==> src/rtl/colour_bbox_tracker_if.sv <==
// Pixel-stream input and CPU message-FIFO output of the colour bounding-box tracker.
// The slave modport is the tracker; the master modport is the pixel source / FIFO side.
interface colour_bbox_tracker_if #(
  parameter int NUM_CLASSES = 7,
  parameter int SPACE_W     = 8
);
  logic                   pix_valid;
  logic                   pix_sop;
  logic                   pix_eop;
  logic                   pix_video;
  logic [NUM_CLASSES-1:0] pix_class;
  logic [31:0]            msg_data;
  logic                   msg_valid;
  logic                   msg_ready;
  logic [SPACE_W-1:0]     msg_space;

  modport master (
    output pix_valid, pix_sop, pix_eop, pix_video, pix_class, msg_ready, msg_space,
    input  msg_data, msg_valid
  );

  modport slave (
    input  pix_valid, pix_sop, pix_eop, pix_video, pix_class, msg_ready, msg_space,
    output msg_data, msg_valid
  );
endinterface

==> src/rtl/colour_bbox_tracker.sv <==
// Per-class bounding box and pixel-count tracker over video frames, with periodic
// message bursts of the latched results to the CPU message FIFO.
//
// state  | meaning
// S_IDLE | no burst in progress
// S_W0   | presenting class cls_q word 0 (found flag, x_min, x_max)
// S_W1   | presenting class cls_q word 1 (y_min, y_max)
module colour_bbox_tracker #(
  parameter int NUM_CLASSES  = 7,
  parameter int COORD_W      = 11,
  parameter int CNT_W        = 19,
  parameter int IMAGE_W      = 640,
  parameter int IMAGE_H      = 480,
  parameter int MSG_INTERVAL = 6,
  parameter int MIN_PIXELS   = 16,
  parameter int SPACE_W      = 8
) (
  input  logic                           clk,
  input  logic                           reset_n,
  colour_bbox_tracker_if.slave           bus,
  output logic [NUM_CLASSES*COORD_W-1:0] bb_x_min,
  output logic [NUM_CLASSES*COORD_W-1:0] bb_x_max,
  output logic [NUM_CLASSES*COORD_W-1:0] bb_y_min,
  output logic [NUM_CLASSES*COORD_W-1:0] bb_y_max,
  output logic [NUM_CLASSES-1:0]         bb_found,
  output logic                           frame_ovr,
  input  logic                           ovr_clear
);

  localparam int CLS_IW = (NUM_CLASSES > 1) ? $clog2(NUM_CLASSES) : 1;
  localparam int FC_W   = $clog2(MSG_INTERVAL + 1);

  localparam logic [1:0] S_IDLE = 2'd0;
  localparam logic [1:0] S_W0   = 2'd1;
  localparam logic [1:0] S_W1   = 2'd2;

  localparam logic [COORD_W-1:0] X_LAST     = COORD_W'(IMAGE_W - 1);
  localparam logic [COORD_W-1:0] Y_LAST     = COORD_W'(IMAGE_H - 1);
  localparam logic [COORD_W-1:0] Y_LIM      = COORD_W'(IMAGE_H);
  localparam logic [CNT_W-1:0]   CNT_MAX    = '1;
  localparam logic [CNT_W-1:0]   MIN_C      = CNT_W'(MIN_PIXELS);
  localparam logic [SPACE_W:0]   NEED_SPACE = (SPACE_W + 1)'(2 * NUM_CLASSES);
  localparam logic [CLS_IW-1:0]  LAST_CLS   = CLS_IW'(NUM_CLASSES - 1);
  localparam logic [FC_W-1:0]    FC_RELOAD  = FC_W'(MSG_INTERVAL - 1);

  typedef logic [NUM_CLASSES-1:0][COORD_W-1:0] coord_arr_t;
  typedef logic [NUM_CLASSES-1:0][CNT_W-1:0]   cnt_arr_t;

  logic [COORD_W-1:0]     x_q, x_d, y_q, y_d;
  logic                   video_q, video_d;
  coord_arr_t             axmin_q, axmin_d, axmax_q, axmax_d;
  coord_arr_t             aymin_q, aymin_d, aymax_q, aymax_d;
  cnt_arr_t               acnt_q, acnt_d;
  coord_arr_t             bxmin_q, bxmin_d, bxmax_q, bxmax_d;
  coord_arr_t             bymin_q, bymin_d, bymax_q, bymax_d;
  logic [NUM_CLASSES-1:0] bfound_q, bfound_d;
  coord_arr_t             sxmin_q, sxmin_d, sxmax_q, sxmax_d;
  coord_arr_t             symin_q, symin_d, symax_q, symax_d;
  logic [NUM_CLASSES-1:0] sfound_q, sfound_d;
  logic [1:0]             state_q, state_d;
  logic [CLS_IW-1:0]      cls_q, cls_d;
  logic [FC_W-1:0]        fcnt_q, fcnt_d;
  logic                   ovr_q, ovr_d;

  coord_arr_t             l_xmin, l_xmax, l_ymin, l_ymax;
  logic [NUM_CLASSES-1:0] l_found;
  logic [NUM_CLASSES-1:0] hit;
  logic                   sop_beat, pix_beat, acc_en, eop_video, start_burst;
  logic [31:0]            msg_word;

  assign sop_beat  = bus.pix_valid & bus.pix_sop;
  assign pix_beat  = bus.pix_valid & ~bus.pix_sop;
  assign acc_en    = pix_beat & video_q & (y_q < Y_LIM);
  assign eop_video = pix_beat & bus.pix_eop & video_q;
  // two's-complement trick isolates the lowest set class bit (highest priority)
  assign hit       = bus.pix_class & (~bus.pix_class + 1'b1);

  // Pixel position: reset on the descriptor beat, raster-scan on every other beat.
  always_comb begin
    x_d     = x_q;
    y_d     = y_q;
    video_d = video_q;
    if (sop_beat) begin
      x_d     = '0;
      y_d     = '0;
      video_d = bus.pix_video;
    end else if (pix_beat) begin
      if (x_q == X_LAST) begin
        x_d = '0;
        // hold y once past the frame so an overlong packet cannot wrap back in
        if (y_q < Y_LIM) y_d = y_q + 1'b1;
      end else begin
        x_d = x_q + 1'b1;
      end
    end
  end

  // Per-class accumulators: emptied at frame start, updated by the priority class hit.
  always_comb begin
    axmin_d = axmin_q;
    axmax_d = axmax_q;
    aymin_d = aymin_q;
    aymax_d = aymax_q;
    acnt_d  = acnt_q;
    for (int k = 0; k < NUM_CLASSES; k++) begin
      if (sop_beat) begin
        axmin_d[k] = X_LAST;
        axmax_d[k] = '0;
        aymin_d[k] = Y_LAST;
        aymax_d[k] = '0;
        acnt_d[k]  = '0;
      end else if (acc_en && hit[k]) begin
        if (x_q < axmin_q[k]) axmin_d[k] = x_q;
        if (x_q > axmax_q[k]) axmax_d[k] = x_q;
        if (y_q < aymin_q[k]) aymin_d[k] = y_q;
        if (y_q > aymax_q[k]) aymax_d[k] = y_q;
        if (acnt_q[k] != CNT_MAX) acnt_d[k] = acnt_q[k] + 1'b1;
      end
    end
  end

  // Frame results including the current (eop) pixel; sparse classes report all-zero edges.
  always_comb begin
    l_found = '0;
    l_xmin  = '0;
    l_xmax  = '0;
    l_ymin  = '0;
    l_ymax  = '0;
    for (int k = 0; k < NUM_CLASSES; k++) begin
      l_found[k] = (acnt_d[k] >= MIN_C);
      if (l_found[k]) begin
        l_xmin[k] = axmin_d[k];
        l_xmax[k] = axmax_d[k];
        l_ymin[k] = aymin_d[k];
        l_ymax[k] = aymax_d[k];
      end
    end
  end

  // Frame counter, burst sequencing and overrun flag.
  always_comb begin
    state_d     = state_q;
    cls_d       = cls_q;
    fcnt_d      = fcnt_q;
    ovr_d       = ovr_q;
    start_burst = 1'b0;
    case (state_q)
      S_W0: if (bus.msg_ready) state_d = S_W1;
      S_W1: begin
        if (bus.msg_ready) begin
          if (cls_q == LAST_CLS) begin
            state_d = S_IDLE;
            cls_d   = '0;
          end else begin
            state_d = S_W0;
            cls_d   = cls_q + 1'b1;
          end
        end
      end
      default: ;
    endcase
    if (ovr_clear) ovr_d = 1'b0;
    if (eop_video) begin
      if (state_q == S_IDLE) begin
        if (fcnt_q == '0) begin
          // insufficient space leaves the counter at 0 so the next frame retries
          if ({1'b0, bus.msg_space} >= NEED_SPACE) begin
            start_burst = 1'b1;
            state_d     = S_W0;
            cls_d       = '0;
            fcnt_d      = FC_RELOAD;
          end
        end else begin
          fcnt_d = fcnt_q - 1'b1;
        end
      end else begin
        if (fcnt_q != '0) fcnt_d = fcnt_q - 1'b1;
        ovr_d = 1'b1;
      end
    end
  end

  // Latched outputs update every video frame; the snapshot only when a burst starts.
  always_comb begin
    bxmin_d  = eop_video ? l_xmin  : bxmin_q;
    bxmax_d  = eop_video ? l_xmax  : bxmax_q;
    bymin_d  = eop_video ? l_ymin  : bymin_q;
    bymax_d  = eop_video ? l_ymax  : bymax_q;
    bfound_d = eop_video ? l_found : bfound_q;
    sxmin_d  = start_burst ? l_xmin  : sxmin_q;
    sxmax_d  = start_burst ? l_xmax  : sxmax_q;
    symin_d  = start_burst ? l_ymin  : symin_q;
    symax_d  = start_burst ? l_ymax  : symax_q;
    sfound_d = start_burst ? l_found : sfound_q;
  end

  // Message word is a pure function of state and snapshot, so it is stable while stalled.
  always_comb begin
    msg_word = 32'h0;
    case (state_q)
      S_W0: msg_word = {4'hA, 4'(cls_q), sfound_q[cls_q], 1'b0,
                        11'(sxmin_q[cls_q]), 11'(sxmax_q[cls_q])};
      S_W1: msg_word = {4'hB, 4'(cls_q), 2'b00,
                        11'(symin_q[cls_q]), 11'(symax_q[cls_q])};
      default: ;
    endcase
  end

  // State registers with synchronous active-low reset.
  always_ff @(posedge clk) begin
    if (!reset_n) begin
      x_q      <= '0;
      y_q      <= '0;
      video_q  <= 1'b0;
      for (int k = 0; k < NUM_CLASSES; k++) begin
        axmin_q[k] <= X_LAST;
        axmax_q[k] <= '0;
        aymin_q[k] <= Y_LAST;
        aymax_q[k] <= '0;
        acnt_q[k]  <= '0;
      end
      bxmin_q  <= '0;
      bxmax_q  <= '0;
      bymin_q  <= '0;
      bymax_q  <= '0;
      bfound_q <= '0;
      sxmin_q  <= '0;
      sxmax_q  <= '0;
      symin_q  <= '0;
      symax_q  <= '0;
      sfound_q <= '0;
      state_q  <= S_IDLE;
      cls_q    <= '0;
      fcnt_q   <= '0;
      ovr_q    <= 1'b0;
    end else begin
      x_q      <= x_d;
      y_q      <= y_d;
      video_q  <= video_d;
      axmin_q  <= axmin_d;
      axmax_q  <= axmax_d;
      aymin_q  <= aymin_d;
      aymax_q  <= aymax_d;
      acnt_q   <= acnt_d;
      bxmin_q  <= bxmin_d;
      bxmax_q  <= bxmax_d;
      bymin_q  <= bymin_d;
      bymax_q  <= bymax_d;
      bfound_q <= bfound_d;
      sxmin_q  <= sxmin_d;
      sxmax_q  <= sxmax_d;
      symin_q  <= symin_d;
      symax_q  <= symax_d;
      sfound_q <= sfound_d;
      state_q  <= state_d;
      cls_q    <= cls_d;
      fcnt_q   <= fcnt_d;
      ovr_q    <= ovr_d;
    end
  end

  assign bb_x_min      = bxmin_q;
  assign bb_x_max      = bxmax_q;
  assign bb_y_min      = bymin_q;
  assign bb_y_max      = bymax_q;
  assign bb_found      = bfound_q;
  assign frame_ovr     = ovr_q;
  assign bus.msg_valid = (state_q != S_IDLE);
  assign bus.msg_data  = msg_word;

endmodule

==> src/flat_wrapper.sv <==
// flat-port wrapper written by rule: the top's interface ports become plain ports
module colour_bbox_tracker_flat 
#(
  parameter int NUM_CLASSES  = 7,
  parameter int COORD_W      = 11,
  parameter int CNT_W        = 19,
  parameter int IMAGE_W      = 640,
  parameter int IMAGE_H      = 480,
  parameter int MSG_INTERVAL = 6,
  parameter int MIN_PIXELS   = 16,
  parameter int SPACE_W      = 8
)
  (clk, reset_n, bb_x_min, bb_x_max, bb_y_min, bb_y_max, bb_found, frame_ovr, ovr_clear, bus_pix_valid, bus_pix_sop, bus_pix_eop, bus_pix_video, bus_pix_class, bus_msg_ready, bus_msg_space, bus_msg_data, bus_msg_valid);
  colour_bbox_tracker_if #(.NUM_CLASSES(NUM_CLASSES), .SPACE_W(SPACE_W)) bus_i ();
  input  logic clk;
  input  logic reset_n;
  output logic [NUM_CLASSES*COORD_W-1:0] bb_x_min;
  output logic [NUM_CLASSES*COORD_W-1:0] bb_x_max;
  output logic [NUM_CLASSES*COORD_W-1:0] bb_y_min;
  output logic [NUM_CLASSES*COORD_W-1:0] bb_y_max;
  output logic [NUM_CLASSES-1:0] bb_found;
  output logic frame_ovr;
  input  logic ovr_clear;
  input wire logic [$bits(bus_i.pix_valid)-1:0] bus_pix_valid;
  input wire logic [$bits(bus_i.pix_sop)-1:0] bus_pix_sop;
  input wire logic [$bits(bus_i.pix_eop)-1:0] bus_pix_eop;
  input wire logic [$bits(bus_i.pix_video)-1:0] bus_pix_video;
  input wire logic [$bits(bus_i.pix_class)-1:0] bus_pix_class;
  input wire logic [$bits(bus_i.msg_ready)-1:0] bus_msg_ready;
  input wire logic [$bits(bus_i.msg_space)-1:0] bus_msg_space;
  output wire logic [$bits(bus_i.msg_data)-1:0] bus_msg_data;
  output wire logic [$bits(bus_i.msg_valid)-1:0] bus_msg_valid;
  assign bus_i.pix_valid = bus_pix_valid;
  assign bus_i.pix_sop = bus_pix_sop;
  assign bus_i.pix_eop = bus_pix_eop;
  assign bus_i.pix_video = bus_pix_video;
  assign bus_i.pix_class = bus_pix_class;
  assign bus_i.msg_ready = bus_msg_ready;
  assign bus_i.msg_space = bus_msg_space;
  assign bus_msg_data = bus_i.msg_data;
  assign bus_msg_valid = bus_i.msg_valid;
  colour_bbox_tracker #(.NUM_CLASSES(NUM_CLASSES), .COORD_W(COORD_W), .CNT_W(CNT_W), .IMAGE_W(IMAGE_W), .IMAGE_H(IMAGE_H), .MSG_INTERVAL(MSG_INTERVAL), .MIN_PIXELS(MIN_PIXELS), .SPACE_W(SPACE_W)) u_core (.clk(clk), .reset_n(reset_n), .bus(bus_i), .bb_x_min(bb_x_min), .bb_x_max(bb_x_max), .bb_y_min(bb_y_min), .bb_y_max(bb_y_max), .bb_found(bb_found), .frame_ovr(frame_ovr), .ovr_clear(ovr_clear));
endmodule
==> config.mk <==
export PLATFORM = sky130hd
export DESIGN_NAME = colour_bbox_tracker_flat
export DESIGN_NICKNAME = d
export VERILOG_FILES = /design/src/rtl/colour_bbox_tracker_if.sv /design/src/rtl/colour_bbox_tracker.sv /design/src/flat_wrapper.sv
export SDC_FILE = /design/constraint.sdc
export NUM_CORES = 2
export LEC_CHECK = 0
export BUFFER_PORTS_ARGS = -buffer_cell sky130_fd_sc_hd__buf_2
export CAP_MARGIN = 20
export CORE_ASPECT_RATIO = 0.9
export CORE_UTILIZATION = 25
export DETAILED_ROUTE_END_ITERATION = 7
export SYNTH_ARGS = -nofsm -noshare
export SYNTH_HDL_FRONTEND = slang
export SYNTH_SLANG_ARGS = --single-unit
==> constraint.sdc <==
create_clock -name clk -period 3.75 [get_ports clk]
set_input_delay 0.5625 -clock clk [delete_from_list [all_inputs] [get_ports clk]]
set_output_delay 0.5625 -clock clk [all_outputs]
set_load 0.01 [all_outputs]
==> impl_metrics.yaml <==
run_status:
  status: "finished, violations left"
  violations: "negative setup slack"
clock_tree:
  cts_hold_buf: 0
  cts_sinks: 1103
  clk-insertion-delay-late_ns: 0.77
  clkTransAtPathRegs_ns: 0.07
  cts_tree: "yes"
  cts_root_buffer: "clkbuf_16"
  htree_levels: 3
  cts_buffer_depth: 3
  cts_made_buffers: 115
floorplanning:
  die_area_um2: 204200
  die_w_um: 476.3
  core_area_um2: 201000
  start_util: 0.2517
  ios: 372
  fp.dieH_um: 428.8
  placementRows: 156
global_routing:
  grt_remaining_overflow: 0
  antenna_found_initial: 11
  grt_pass1_wl_mm: 278.9
  grt_start_max_net_pins: 168
  gr-usage-all-layers: 0.1820
  first_global_vias: 41370
synth:
  async_reset_ff_frac: 0
  yosysSeqAreaShare: 0.4363
  synth_area_per_cell_um2: 8.988
  synth_top_area_cell: "dfxtp_1"
  synth_warnings: 0
  yosysUniqueCellTypes: 84
  synth_enable_flop_cells: 0
  synth.top_cell.area_share: 0.4363
  ys_ff_latch: 1103
  ys_top_cells_by_area: "dfxtp_1 44%, ha_1 7.6%, nand2_1 5.6%, mux2i_1 5.5%, a22o_1 4.0%"
  syn_inst: 5631
  syn_area_um2: 50610
  ys.flop_type: "dfxtp_1"
timing:
  rsz0062_at_grt: "false"
  tightestPinTransition_ns: 1.039
  max_freq_mhz: 264.0
  final.min_clock_period_ns: 3.787
  slew_headroom: 0.3014
  worst_slack_ns: -0.03738
  maxSlewViolCount: 0
  hold_viol: 0
  finClkSkew_ns: 0.07629
  setup_viol: 2
  tns_ns: -0.05411
  whs_ns: 0.1081
  finalCritPeriodShare: 1.010
critical_path:
  path_buf_inv: 3
  worstReg2RegEnd: "u_core.bb_y_max[41]"
  path_class: "reg -> out"
  r2r-start: "u_core.y_q[0]"
  critical_path.top_delay_family: "multiplexers"
  critPathCaptureType: "output pin"
  r2r_cells: 11
  slowest_stage: "mux2i_1"
  cp-start-kind: "flip-flop"
  path_cells: "buf_16, buf_4, mux4_2, mux2i_1, o22ai_1, buf_2"
  rrSetupSlack_ns: 0.17
  worst-path-max-fanout: 16
  critPathArrivalTime_ns: 3.22
  worst-path-stages: 6
  crit_required_ns: 3.19
  max_stage_delay_ns: 0.57
worst_hold_path:
  hold_end: "u_core.video_q"
  holdCritStartpoint: "bus_pix_video"
  hold_class: "in -> reg"
  min_path_cells: 3
layout:
  fin_cells: 8845
  syn_to_final_growth_pct: 21.94
  final_cell_mix: "1098 x dfxtp_1, 750 x nand2_1, 432 x nor2_1"
  nets: 6389
  nFillCells: 21090
  drive_above_1_share: 0.1724
  largest_reg_flops: 133
  final_common_cell: "dfxtp_1"
  final_area_um2: 61710
  top_register: "u_core.acnt_q"
  multi_input_area_um2: 26050
  fin_util: 0.3070
  regArea_um2: 22090
detailed_routing:
  drcViolationCount: 0
  drtPass1Iterations: 6
  drt_iter0_drc: 3615
  viasPerCell: 4.919
  wire_per_inst_um: 21.80
  wl_mm: 192.9
  antenna_left: 0
  via_count: 43510
power:
  p_leak_nw: 25.57
  p_per_area_nw_per_um2: 399.8
  irDropWorstVdd_v: 0.0004255
  p_total_mw: 24.67
place:
  io_buffers: 367
  dp_hpwl_mm: 144.0
  dp.cells: 8617
  placed_area_um2: 57380
  dp_slack_ns: -0.08460
  gp_congestion: 0.9943
job:
  maxCapViolations: 0
[how the worst max path moves through the flow]
stage / start / end / slack [ns]
2_1_floorplan: u_core.y_q[6] / u_core.bb_x_min[11] / 0.39
3_3_place_gp: bus_pix_class[0] / u_core.bb_found[2] / -0.02
3_5_place_dp: bus_pix_class[0] / u_core.sxmax_q[66] / -0.08
4_1_cts: u_core.state_q[0] / bus_msg_data[14] / -0.04
5_1_grt: u_core.acnt_q[19] / u_core.sxmin_q[11] / 0.005
6_report: u_core.cls_q[0] / bus_msg_data[20] / -0.04
[cells by family (layout without fill, tap and decap cells)]
family	Yosys count	in the layout	synth area share
AND/OR/NAND/NOR	1827	1827	0.1653
AO/OA/AOI/OAI	1185	1185	0.1575
flip-flops	1103	1103	0.4363
buffers and inverters	693	1215	0.05350
multiplexers	384	384	0.08863
adder cells (fa/ha/maj)	308	308	0.07615
XOR/XNOR	130	130	0.02250
other	1	7	0.00007410
[per-layer routing]
layer / vias up / wire (um) / track usage
met5: - / 19 / 0
met4: 2 / 14230 / 0.1254
met3: 382 / 13120 / 0.03752
met2: 1344 / 86270 / 0.2867
met1: 21100 / 79220 / 0.2224
li1: 20680 / - / -
[Yosys cell counts, types with 18 or more instances]
master,count
a211oi_1,57
a21o_1,51
a21oi_1,131
a22o_1,229
a31oi_1,29
and2_1,51
and3_1,59
and4_1,34
buf_1,33
buf_2,40
clkbuf_1,291
dfxtp_1,1103
ha_1,308
inv_1,318
mux2_2,63
mux2i_1,276
mux4_2,45
nand2_1,754
nand2b_1,19
nand3_1,149
nand4_1,101
nor2_1,435
nor2b_1,35
nor3_1,109
o211ai_1,18
o21a_1,18
o21ai_0,378
o21ai_1,62
o22ai_1,23
o31ai_1,70
xnor2_1,75
xor2_1,55
[power breakdown]
| part | switching [mW] | internal (mW) |
|---|---|---|
| clock network | 5.22 | 7.17 |
| logic | 0.445 | 0.116 |
| registers | 0.00762 | 11.7 |
| total | 5.67 | 19.0 |
[repair_timing]
| item | CTS | global route |
|---|---|---|
| endpoints found under the hold margin | 0 | 0 |
| endpoints found under the setup margin | 16 | 12 |
| pin swaps | 0 | 0 |
| gates resized for setup | 16 | 15 |
| gates cloned | 2 | 0 |
| setup buffers | 7 | 0 |
[worst reg2reg max path, stage by stage, from the launching register on]
cell and delay [ns]:
dfxtp_1 0.59, inv_1 0.52, ha_1 0.38, nor2b_1 0.09, o21ai_0 0.08, nand2b_1 0.07, a21oi_1 0.08, o211ai_1 0.63
buf_4 0.30, a211oi_1 0.09, a41oi_1 0.42, o21ai_1 0.12
[layout make-up]
cell class                      count  share of cell area
Multi-Input combinational cell   3837              0.4222
Sequential cell                  1103              0.3580
Timing Repair Buffer              683             0.07954
Tap cell                         2686             0.05446
Clock buffer                      150             0.05255
Inverter                          318             0.01942
Clock inverter                     64             0.01373
Antenna cell                        4           0.0001622
Note: power is estimated with default switching activity, not from simulation.
